## src/rtl/alu_arbiter_pkg.sv

```systemverilog
// Shared definitions for the two-requester ALU arbiter.
//   - Requester count and datapath width
//   - ALU control codes understood by the shared ALU
//   - Flag bit positions inside the 3-bit {carry, negative, zero} vector
//   - FSM state encoding and the operand-register layout
package alu_arbiter_pkg;

    localparam int NREQ = 2;
    localparam int DW   = 32;

    // ALU control codes (decoded by the shared ALU, not by the arbiter)
    localparam logic [3:0] ALU_ADD = 4'b0000;
    localparam logic [3:0] ALU_SUB = 4'b0001;
    localparam logic [3:0] ALU_AND = 4'b0010;
    localparam logic [3:0] ALU_OR  = 4'b0011;
    localparam logic [3:0] ALU_XOR = 4'b0100;
    localparam logic [3:0] ALU_SLL = 4'b1000;
    localparam logic [3:0] ALU_SRL = 4'b1010;
    localparam logic [3:0] ALU_SRA = 4'b1100;

    // Flag bit indices
    localparam int FLAG_CARRY = 2;
    localparam int FLAG_NEG   = 1;
    localparam int FLAG_ZERO  = 0;

    typedef enum logic [1:0] {
        IDLE = 2'd0,
        EXEC = 2'd1,
        RESP = 2'd2
    } state_t;

    typedef struct packed {
        logic [DW-1:0] input1;
        logic [DW-1:0] input2;
        logic [4:0]    shamt;
        logic [3:0]    control;
    } operand_t;

endpackage

```

## src/rtl/alu_rr_arb2.sv

```systemverilog
// Two-way round-robin selector.
//   valid[1:0]  : requesters currently asking
//   last_grant  : index of the requester granted most recently
//   grant[1:0]  : one-hot winner (all zero when nobody is valid)
// A lone requester always wins; on a tie the one not granted last wins.
module alu_rr_arb2
    import alu_arbiter_pkg::*;
(
    input  logic [NREQ-1:0] valid,
    input  logic            last_grant,
    output logic [NREQ-1:0] grant
);

    always_comb begin
        grant = '0;
        case (valid)
            2'b01:   grant = 2'b01;
            2'b10:   grant = 2'b10;
            2'b11:   grant = last_grant ? 2'b01 : 2'b10;
            default: grant = '0;
        endcase
    end

endmodule

```

## src/rtl/alu_arbiter.sv

```systemverilog
// Shares one combinational ALU between two requesters.
//   clk, rst                 : clock and synchronous active-high reset
//   req_valid / req_ready    : per-requester request handshake
//   req_input1/2, req_shamt,
//   req_control              : per-requester operands, packed {req1, req0}
//   alu_input1/2, alu_shamt,
//   alu_control              : operands driven to the shared ALU (registered)
//   alu_out, alu_flags       : ALU result and {carry, negative, zero}
//   resp_valid / resp_ready  : result handshake
//   resp_id, resp_out,
//   resp_flags               : registered result and its owner
//   flags_q                  : architectural flags, updated only by FLAG_SRC
// Flow: IDLE -accept-> EXEC -> RESP -handshake-> IDLE, or straight back to
// EXEC when a new request is accepted in the handshake cycle.
module alu_arbiter
    import alu_arbiter_pkg::*;
#(
    parameter int FLAG_SRC = 0
) (
    input  logic               clk,
    input  logic               rst,
    input  logic [NREQ-1:0]    req_valid,
    output logic [NREQ-1:0]    req_ready,
    input  logic [NREQ*DW-1:0] req_input1,
    input  logic [NREQ*DW-1:0] req_input2,
    input  logic [NREQ*5-1:0]  req_shamt,
    input  logic [NREQ*4-1:0]  req_control,
    output logic [DW-1:0]      alu_input1,
    output logic [DW-1:0]      alu_input2,
    output logic [4:0]         alu_shamt,
    output logic [3:0]         alu_control,
    input  logic [DW-1:0]      alu_out,
    input  logic [2:0]         alu_flags,
    output logic               resp_valid,
    input  logic               resp_ready,
    output logic               resp_id,
    output logic [DW-1:0]      resp_out,
    output logic [2:0]         resp_flags,
    output logic [2:0]         flags_q
);

    localparam logic FLAG_ID = FLAG_SRC[0];

    state_t          state_reg, state_next;
    operand_t        op_reg;
    operand_t        req_op [NREQ];
    logic            op_id_reg;
    logic            last_grant_reg;
    logic            resp_id_reg;
    logic [DW-1:0]   resp_out_reg;
    logic [2:0]      resp_flags_reg;
    logic [2:0]      flags_q_reg;
    logic [NREQ-1:0] grant;
    logic            win_id;
    logic            can_accept;
    logic            accept;
    logic            handshake;

    // Unpack the per-requester operand buses
    generate
        for (genvar gi = 0; gi < NREQ; gi++) begin : g_unpack
            assign req_op[gi] = '{
                input1:  req_input1[gi*DW +: DW],
                input2:  req_input2[gi*DW +: DW],
                shamt:   req_shamt[gi*5 +: 5],
                control: req_control[gi*4 +: 4]
            };
        end
    endgenerate

    alu_rr_arb2 u_arb (
        .valid      (req_valid),
        .last_grant (last_grant_reg),
        .grant      (grant)
    );

    assign win_id = grant[1];

    // A new operand can be taken when idle, or when the pending result
    // leaves this very cycle. Reset blocks acceptance outright.
    assign can_accept = !rst && ((state_reg == IDLE) ||
                                 (state_reg == RESP && resp_ready));
    assign req_ready  = can_accept ? grant : '0;
    assign accept     = |req_ready;

    assign resp_valid = (state_reg == RESP);
    assign handshake  = resp_valid && resp_ready;

    always_comb begin
        state_next = state_reg;
        case (state_reg)
            IDLE:    if (accept) state_next = EXEC;
            EXEC:    state_next = RESP;
            RESP:    if (resp_ready) state_next = accept ? EXEC : IDLE;
            default: state_next = IDLE;
        endcase
    end

    always_ff @(posedge clk) begin
        if (rst) begin
            state_reg      <= IDLE;
            op_reg         <= '0;
            op_id_reg      <= 1'b0;
            last_grant_reg <= 1'b1;
            resp_id_reg    <= 1'b0;
            resp_out_reg   <= '0;
            resp_flags_reg <= '0;
            flags_q_reg    <= '0;
        end else begin
            state_reg <= state_next;
            if (accept) begin
                op_reg         <= req_op[win_id];
                op_id_reg      <= win_id;
                last_grant_reg <= win_id;
            end
            // Result is only captured on the EXEC->RESP edge, so it stays
            // frozen for the whole RESP stall.
            if (state_reg == EXEC) begin
                resp_out_reg   <= alu_out;
                resp_flags_reg <= alu_flags;
                resp_id_reg    <= op_id_reg;
            end
            if (handshake && resp_id_reg == FLAG_ID) begin
                flags_q_reg <= resp_flags_reg;
            end
        end
    end

    assign alu_input1  = op_reg.input1;
    assign alu_input2  = op_reg.input2;
    assign alu_shamt   = op_reg.shamt;
    assign alu_control = op_reg.control;
    assign resp_id     = resp_id_reg;
    assign resp_out    = resp_out_reg;
    assign resp_flags  = resp_flags_reg;
    assign flags_q     = flags_q_reg;

endmodule

```

## config.mk

```make
export PLATFORM = sky130hd
export DESIGN_NAME = alu_arbiter
export DESIGN_NICKNAME = d
export VERILOG_FILES = /design/src/rtl/alu_arbiter_pkg.sv /design/src/rtl/alu_rr_arb2.sv /design/src/rtl/alu_arbiter.sv
export SDC_FILE = /design/constraint.sdc
export NUM_CORES = 1
export LEC_CHECK = 0
export ABC_AREA = 1
export CORE_MARGIN = 1
export CORE_UTILIZATION = 40
export CTS_CLUSTER_SIZE = 28
export DETAILED_ROUTE_END_ITERATION = 6
export PLACE_DENSITY = 0.89
export SYNTH_ARGS = -nofsm -noshare
export SYNTH_HDL_FRONTEND = slang
export SYNTH_HIERARCHICAL = 1
export SYNTH_SLANG_ARGS = --single-unit
```

## constraint.sdc

```tcl
create_clock -name clk -period 1.8 [get_ports clk]
set_clock_uncertainty 0.2 [all_clocks]
set_input_delay 0.18 -clock clk [delete_from_list [all_inputs] [get_ports clk]]
set_output_delay 0.18 -clock clk [all_outputs]
set_load 0.02 [all_outputs]
```

==> Implementation_results.wiki, run 1 <==
{| class="wikitable"
! Metric !! Value
|-
| Post-synthesis cell type count || 16
|-
| Area of all placed cells without fillers || 9690 um^2
|-
| Final Net Count || 1,379
|-
| Met3 routing resource usage after global routing || 8.19%
|-
| Number of antenna violations at the first check in global routing || 0
|-
| Proportion of layout cells with a drive suffix above 1 || 6.63%
|-
| Number of flops mapped to enable cells by yosys || 0
|-
| Dominant cell by count in the synthesized netlist || nor2_1
|-
| Most frequently used flop master after synthesis || dfxtp_1
|-
| RePlAce Congestion || 0.831
|-
| Largest net degree at the start of global routing || 50
|-
| Leftover overflow at the end of global routing || 0
|-
| Signal arrival time at the worst endpoint || 1380 ps
|-
| Relative slew slack || 80.8%
|-
| Post-CTS Setup Repair Bufs || 0
|-
| Row cnt || 43
|-
| Fraction of registers with async set or reset after synthesis || 0%
|-
| Instance count of the mapped netlist || 904
|-
| Number of global-route vias before repair || 6,078
|-
| Busiest layer in global routing || met2
|-
| Count of state elements after synthesis || 116
|-
| Final Hold Slack || 182 ps
|-
| Vias || 6,358
|-
| Via density per instance || 4.59
|-
| F_max || 0.567 GHz
|-
| Worst-case setup margin in the final layout || 37.0 ps
|-
| Top delay family on crit path || buffers and inverters
|-
| I/O pin count || 301
|-
| Height of the die || 122 um
|-
| Worst-case reg-to-reg path depth || 7
|-
| Core area || 13,900 um^2
|-
| Clock-pin slew of the registers on the worst-case setup and hold paths || 60 ps
|-
| Post-route DRC violation count || 0
|-
| Clock sink total || 116
|-
| Global-route wire length before repair || 27,500 um
|-
| Max cap viols || 0
|-
| Setup-failing EPs final || 0
|-
| Worst reg2reg path startpoint || last_grant_reg
|-
| Remaining antenna violation count || 0
|-
| Global-route met2 utilization || 43.5%
|-
| Synthesis-to-finish area growth || 69.3%
|-
| Largest fanout of any net on the critical path || 2
|-
| Worst-path cell with the longest stage delay || clkdlybuf4s50_1
|-
| Deepest level of the CTS H-tree || 4
|-
| Critical path startpoint category || flop
|-
| Die width || 122 um
|-
| Synth warn || 6
|-
| Slowest cell delay on critical path || 630 ps
|-
| IR Drop Worst-Case VDD || 0.671 mV
|-
| Placement Setup Slack || -269 ps
|-
| Avg WL per Cell || 12.7 um
|-
| Cell area after placement || 8980 um^2
|-
| RSZ-0062 raised after global routing || no
|-
| CP Class || reg -> out
|-
| Post-route fraction of the period consumed by the critical path || 97.9%
|-
| Starting density of the core || 41.1%
|-
| Pwr Density || 945 nW/um^2
|-
| Share of Yosys cell area claimed by the top area cell type || 40.6%
|-
| Sequential cell area fraction in the yosys report || 40.6%
|-
| Required time worst endpoint || 1420 ps
|-
| Maximum root-to-sink buffer count || 2
|-
| Synth area leaders || dfxtp_1 (41%), nor2_1 (15%), inv_1 (10%)
|-
| Crit Reg-Reg Endpoint || alu_input2[24]
|-
| CP endpoint kind || output pin
|-
| Tmin final || 1760 ps
|-
| Clock Root Buffer || clkbuf_16
|-
| Worst Hold Launch || alu_out[14]
|-
| Area leader, netlist || dfxtp_1
|-
| Type of the most critical hold path || in -> reg
|-
| Post-detailed-routing wire length || 17,600 um
|-
| WHS Path Cells || 3
|-
| Most numerous cell types in the synthesized netlist || nor2_1 (226), inv_1 (154), nand2_1 (154), dfxtp_1 (116), o21ai_0 (112)
|-
| CTS Buf Count || 17
|-
| Syn_nets || 1,090
|-
| Slack of the worst reg-to-reg path || 120 ps
|-
| HPWL reported at the end of detailed placement || 12,700 um
|-
| Final TNS setup || 0 ps
|-
| Clock insertion delay at the later pin of the skew report || 410 ps
|-
| TritonCTS clock tree || built
|-
| Hold Path Sink || resp_out[14]
|-
| Final-report hold violation count || 0
|-
| Transition at the pin with the smallest max-transition slack || 285 ps
|-
| Crit path buf inv count || 1
|-
| Die area || 14,800 um^2
|-
| Met1 demand-to-capacity share in global routing || 24.3%
|-
| Buffers added on ports || 300
|-
| DRC marker count from the first detailed-route iteration || 376
|-
| Total track usage || 23.8%
|-
| Antenna diode count || 0
|-
| Final max-slew violation count || 0
|-
| Leak || 4.75 nW
|-
| Detailed-routing iteration count for the pre-antenna-repair pass || 4
|-
| Crit path cell chain || clkdlybuf4s50_1
|-
| Avg Inst Size Synth || 6.33 um^2
|-
| Summed instance area of the synthesized netlist || 5720 um^2
|-
| Result of the run || complete, no violations
|}
## stage by stage
stage	power [W]	utilization, %	cells
global route	0.00961	69.5	1386
global placement	0.00539	64.4	1354
floorplan	0.00424	-	904
detailed placement	0.00544	64.4	1354
finish	0.00915	69.5	1386
CTS	0.00923	69.3	1386
## placed cells by master (no fill, tap or decap), drive strengths merged, types with 4 or more instances in the layout
master	synthesis	routed
buf	33	30
bufinv	0	5
clkbuf	26	21
clkdlybuf4s50	0	278
clkinv	1	4
dfxtp	116	116
dlymetal6s2s	0	16
inv	154	154
nand2	154	154
nand3	77	77
nor2	227	227
o21ai	112	112
## what timing repair did
item                                    4_1_cts  5_1_grt
gates resized for setup                      13       18
gates cloned                                  0        0
endpoints found under the setup margin        6       18
hold buffers                                  0        0
## how the worst max path moves through the flow
stage,from,to,slack (ps),cells past startpoint
floorplan,last_grant_reg,req_ready[1],180,6
global placement,req_valid[0],req_ready[0],-240,6
detailed placement,req_valid[0],req_ready[0],-270,6
CTS,alu_input1[26],alu_input1[26],3,1
global route,resp_out[4],resp_out[4],0.2,1
finish,alu_input1[21],alu_input1[21],40,1
## kinds of logic after synthesis
kind of cell	Yosys count	synth area share (%)
AO/OA/AOI/OAI	116	10.3
flip-flops	116	40.6
AND/OR/NAND/NOR	458	32.8
buffers and inverters	214	16.3
## cell type report
| cell class | count | area (um^2) |
|---|---|---|
| tap | 180 | 225 |
| clock inverter | 11 | 199 |
| fill | 1074 | 4250 |
| inverter | 155 | 582 |
| sequential | 116 | 2320 |
| timing repair buffer | 329 | 3380 |
| clock buffer | 21 | 470 |
| multi-input combinational | 574 | 2510 |
## where the power goes
part           internal, W  switching [W]
logic              0.00119        0.00121
registers          0.00285       0.000139
clock network      0.00257        0.00119
## routing by layer
layer	vias to the layer above	share of wire (%)
li1	3292	-
met1	2784	38
met2	234	50
met3	48	8.7
met4	0	2.9
met5	-	0
No activity file was read; power rests on OpenSTA's default activity.
==> run 2: changes to the inputs <==
- CAP_MARGIN: unset -> 30
- PLACE_DENSITY: 0.89 -> 0.79
==> run 2 against run 1 <==
Total power is 0.24% lower. Routed wire length decreased by 0.74%. Combinational power is essentially flat. Non-clock buffer count grew 4. Maximum frequency increased by 0.50%. Core utilization is essentially flat. Largest power group unchanged. Global-route usage increased by 0.11 points. Critical path depth is the same. Largest cell class unchanged. Highest routed layer unchanged. Critical endpoint is now alu_input1[24]. Die area unchanged. Flip-flop and latch count did not move.
==> Implementation_results.wiki, run 2 (same netlist as run 1, synthesis figures left out) <==
{| class="wikitable"
! Metric !! Value
|-
| HPWL reported at the end of detailed placement || 12,900 um (+1.6%)
|-
| Largest net degree at the start of global routing || 48 (-4.0%)
|-
| Final Net Count || 1,383 (+0.29%)
|-
| Post-route DRC violation count || 0 (unchanged)
|-
| Most common cell after layout, fill and taps aside || clkdlybuf4s50_1
|-
| Type of the most critical hold path || in -> reg
|-
| Final max-slew violation count || 0 (unchanged)
|-
| Top library cells by usage in the layout, fill and taps aside || clkdlybuf4s50_1 (277), nor2_1 (226), inv_1 (153), nand2_1 (153), dfxtp_1 (115)
|-
| Post-CTS Hold Fix Bufs || 0 (unchanged)
|-
| Critical path startpoint category || flop
|-
| IR Drop Worst-Case VDD || 0.773 mV (+15%)
|-
| Fill cells || 1,180 (+9.9%)
|-
| Signal arrival time at the worst endpoint || 1370 ps (about the same)
|-
| CP endpoint kind || output pin
|-
| Synthesis-to-finish area growth || 69.4% (about the same)
|-
| Number of antenna violations at the first check in global routing || 0 (unchanged)
|-
| P_sw || 0.00247 W (-3.0%)
|-
| Number of global-route vias before repair || 5,930 (-2.4%)
|-
| Worst reg2reg path startpoint || last_grant_reg
|-
| Die area || 14,800 um^2 (unchanged)
|-
| Clock network power share || 41.1% (about the same)
|-
| Internal Power || 0.00666 W (+0.83%)
|-
| Antenna diode count || 0 (unchanged)
|-
| Relative slew slack || 75.3% (-5.5 points)
|-
| Buffers added on ports || 300 (unchanged)
|-
| Detailed-routing iteration count for the pre-antenna-repair pass || 5 (+1)
|-
| Height of the die || 122 um (unchanged)
|-
| Global-route wire length before repair || 27,600 um (about the same)
|-
| Cell area after placement || 9000 um^2 (+0.32%)
|-
| Clock insertion delay at the later pin of the skew report || 410 ps (about the same)
|-
| RePlAce Congestion || 0.789 (-5.0%)
|-
| Combinational Power Share || 26.2% (about the same)
|-
| Final-report hold violation count || 0 (unchanged)
|-
| Crit path cell chain || clkdlybuf4s50_1
|-
| Result of the run || complete, no violations
|-
| Switching part of the total power || 27.0% (-0.77 points)
|-
| Post-detailed-routing wire length || 17,500 um (-0.74%)
|-
| Area of all placed cells without fillers || 9690 um^2 (about the same)
|-
| Row cnt || 43 (unchanged)
|-
| Proportion of layout cells with a drive suffix above 1 || 7.03% (+0.40 points)
|-
| Max cap viols || 0 (unchanged)
|-
| Core area || 13,900 um^2 (unchanged)
|-
| Proportion of power drawn by flip-flops and latches || 32.7% (about the same)
|-
| Worst-case reg-to-reg path depth || 6 (-1)
|-
| Clock sink total || 116 (unchanged)
|-
| Post-route total power || 0.00913 W (-0.24%)
|-
| Leak || 4.74 nW (-0.34%)
|-
| DRC marker count from the first detailed-route iteration || 304 (-19%)
|-
| Clock Root Buffer || clkbuf_16
|-
| Clock-pin slew of the registers on the worst-case setup and hold paths || 50 ps (about the same)
|-
| Total track usage || 23.9% (+0.11 points)
|-
| CP Class || reg -> out
|-
| Vias || 6,253 (-1.7%)
|-
| RSZ-0062 raised after global routing || no
|-
| I/O pin count || 301 (unchanged)
|-
| Slowest cell delay on critical path || 650 ps (+20 ps)
|-
| Deepest level of the CTS H-tree || 4 (unchanged)
|-
| Transition at the pin with the smallest max-transition slack || 370 ps (+84.8 ps)
|-
| Die width || 122 um (unchanged)
|-
| Final Util || 69.5% (about the same)
|-
| Slack of the worst reg-to-reg path || 160 ps (+40 ps)
|-
| Crit Reg-Reg Endpoint || alu_input2[13]
|-
| Post-route insts no fill || 1,389 (+0.22%)
|-
| Required time worst endpoint || 1420 ps (about the same)
|-
| Setup-failing EPs final || 0 (unchanged)
|-
| Worst-path cell with the longest stage delay || clkdlybuf4s50_1
|-
| Leftover overflow at the end of global routing || 0 (unchanged)
|-
| Pwr Density || 942 nW/um^2 (-0.28%)
|-
| Crit path buf inv count || 1 (unchanged)
|-
| Largest fanout of any net on the critical path || 2 (unchanged)
|-
| Post-route fraction of the period consumed by the critical path || 97.5% (-0.49 points)
|-
| F_max || 0.570 GHz (+0.50%)
|-
| Tmin final || 1750 ps (-8.84 ps)
|-
| Remaining antenna violation count || 0 (unchanged)
|-
| Top delay family on crit path || buffers and inverters
|-
| Crit. path cell count || 1 (unchanged)
|-
| Maximum root-to-sink buffer count || 2 (unchanged)
|-
| TritonCTS clock tree || built
|-
| Number of placed cells counting well taps || 1,358 (+0.30%)
|-
| Crit path to || alu_input1[24]
|-
| Via density per instance || 4.50 (-1.9%)
|-
| Avg WL per Cell || 12.6 um (-0.95%)
|-
| Crit. Startpoint || alu_input1[24]
|-
| CTS Buf Count || 17 (unchanged)
|-
| Starting density of the core || 41.1% (unchanged)
|}
run 2: final cells by class:
cell class,count,area (um^2),share of cell area (%)
Timing Repair Buffer,333,3380,34.9
Multi-Input combinational cell,574,2510,25.9
Clock buffer,22,494,5.10
Sequential cell,116,2320,24.0
Inverter,155,583,6.02
Clock inverter,9,173,1.78
Tap cell,180,225,2.32
run 2: worst min-delay path by stage:
stage                startpoint      endpoint  slack, ps  cells after the start
finish               alu_out[7]   resp_out[7]        190                      3
global route        alu_out[13]  resp_out[13]        190                      3
detailed placement    op_id_reg     op_id_reg        250                      2
CTS                  alu_out[7]   resp_out[7]        170                      3
global placement      op_id_reg     op_id_reg        240                      2
floorplan                   rst     op_id_reg         50                      1
run 2: timing repair:
action	in CTS	in global routing
setup buffers	0	0
endpoints found under the setup margin	10	14
gates resized for setup	15	15
run 2: layer usage:
metal  track usage [%]  routed length (um)
met1              25.0                6650
met2              42.6                8700
met3              9.46                1740
met4              9.18                 397
met5                 0                   0
run 2: power by group through the flow:
stage | Sequential, W | Combinational [W] | Clock [W]
after detailed placement | 0.00304 | 0.00241 | 0
after CTS | 0.00299 | 0.00242 | 0.00382
final | 0.00299 | 0.00239 | 0.00375
after floorplan | 0.00335 | 0.000886 | 0
after global routing | 0.00302 | 0.00263 | 0.00397
after global placement | 0.00303 | 0.00239 | 0
run 2: through the flow:
stage / setup WS [ps] / TNS (ps) / hold slack [ps]
2_1_floorplan: 177 / 0 / 49.1
4_1_cts: 1.63 / 0 / 170
6_report: 45.8 / 0 / 188
5_1_grt: 2.67 / 0 / 193
3_5_place_dp: -278 / -11380 / 250
3_3_place_gp: -287 / -10520 / 244
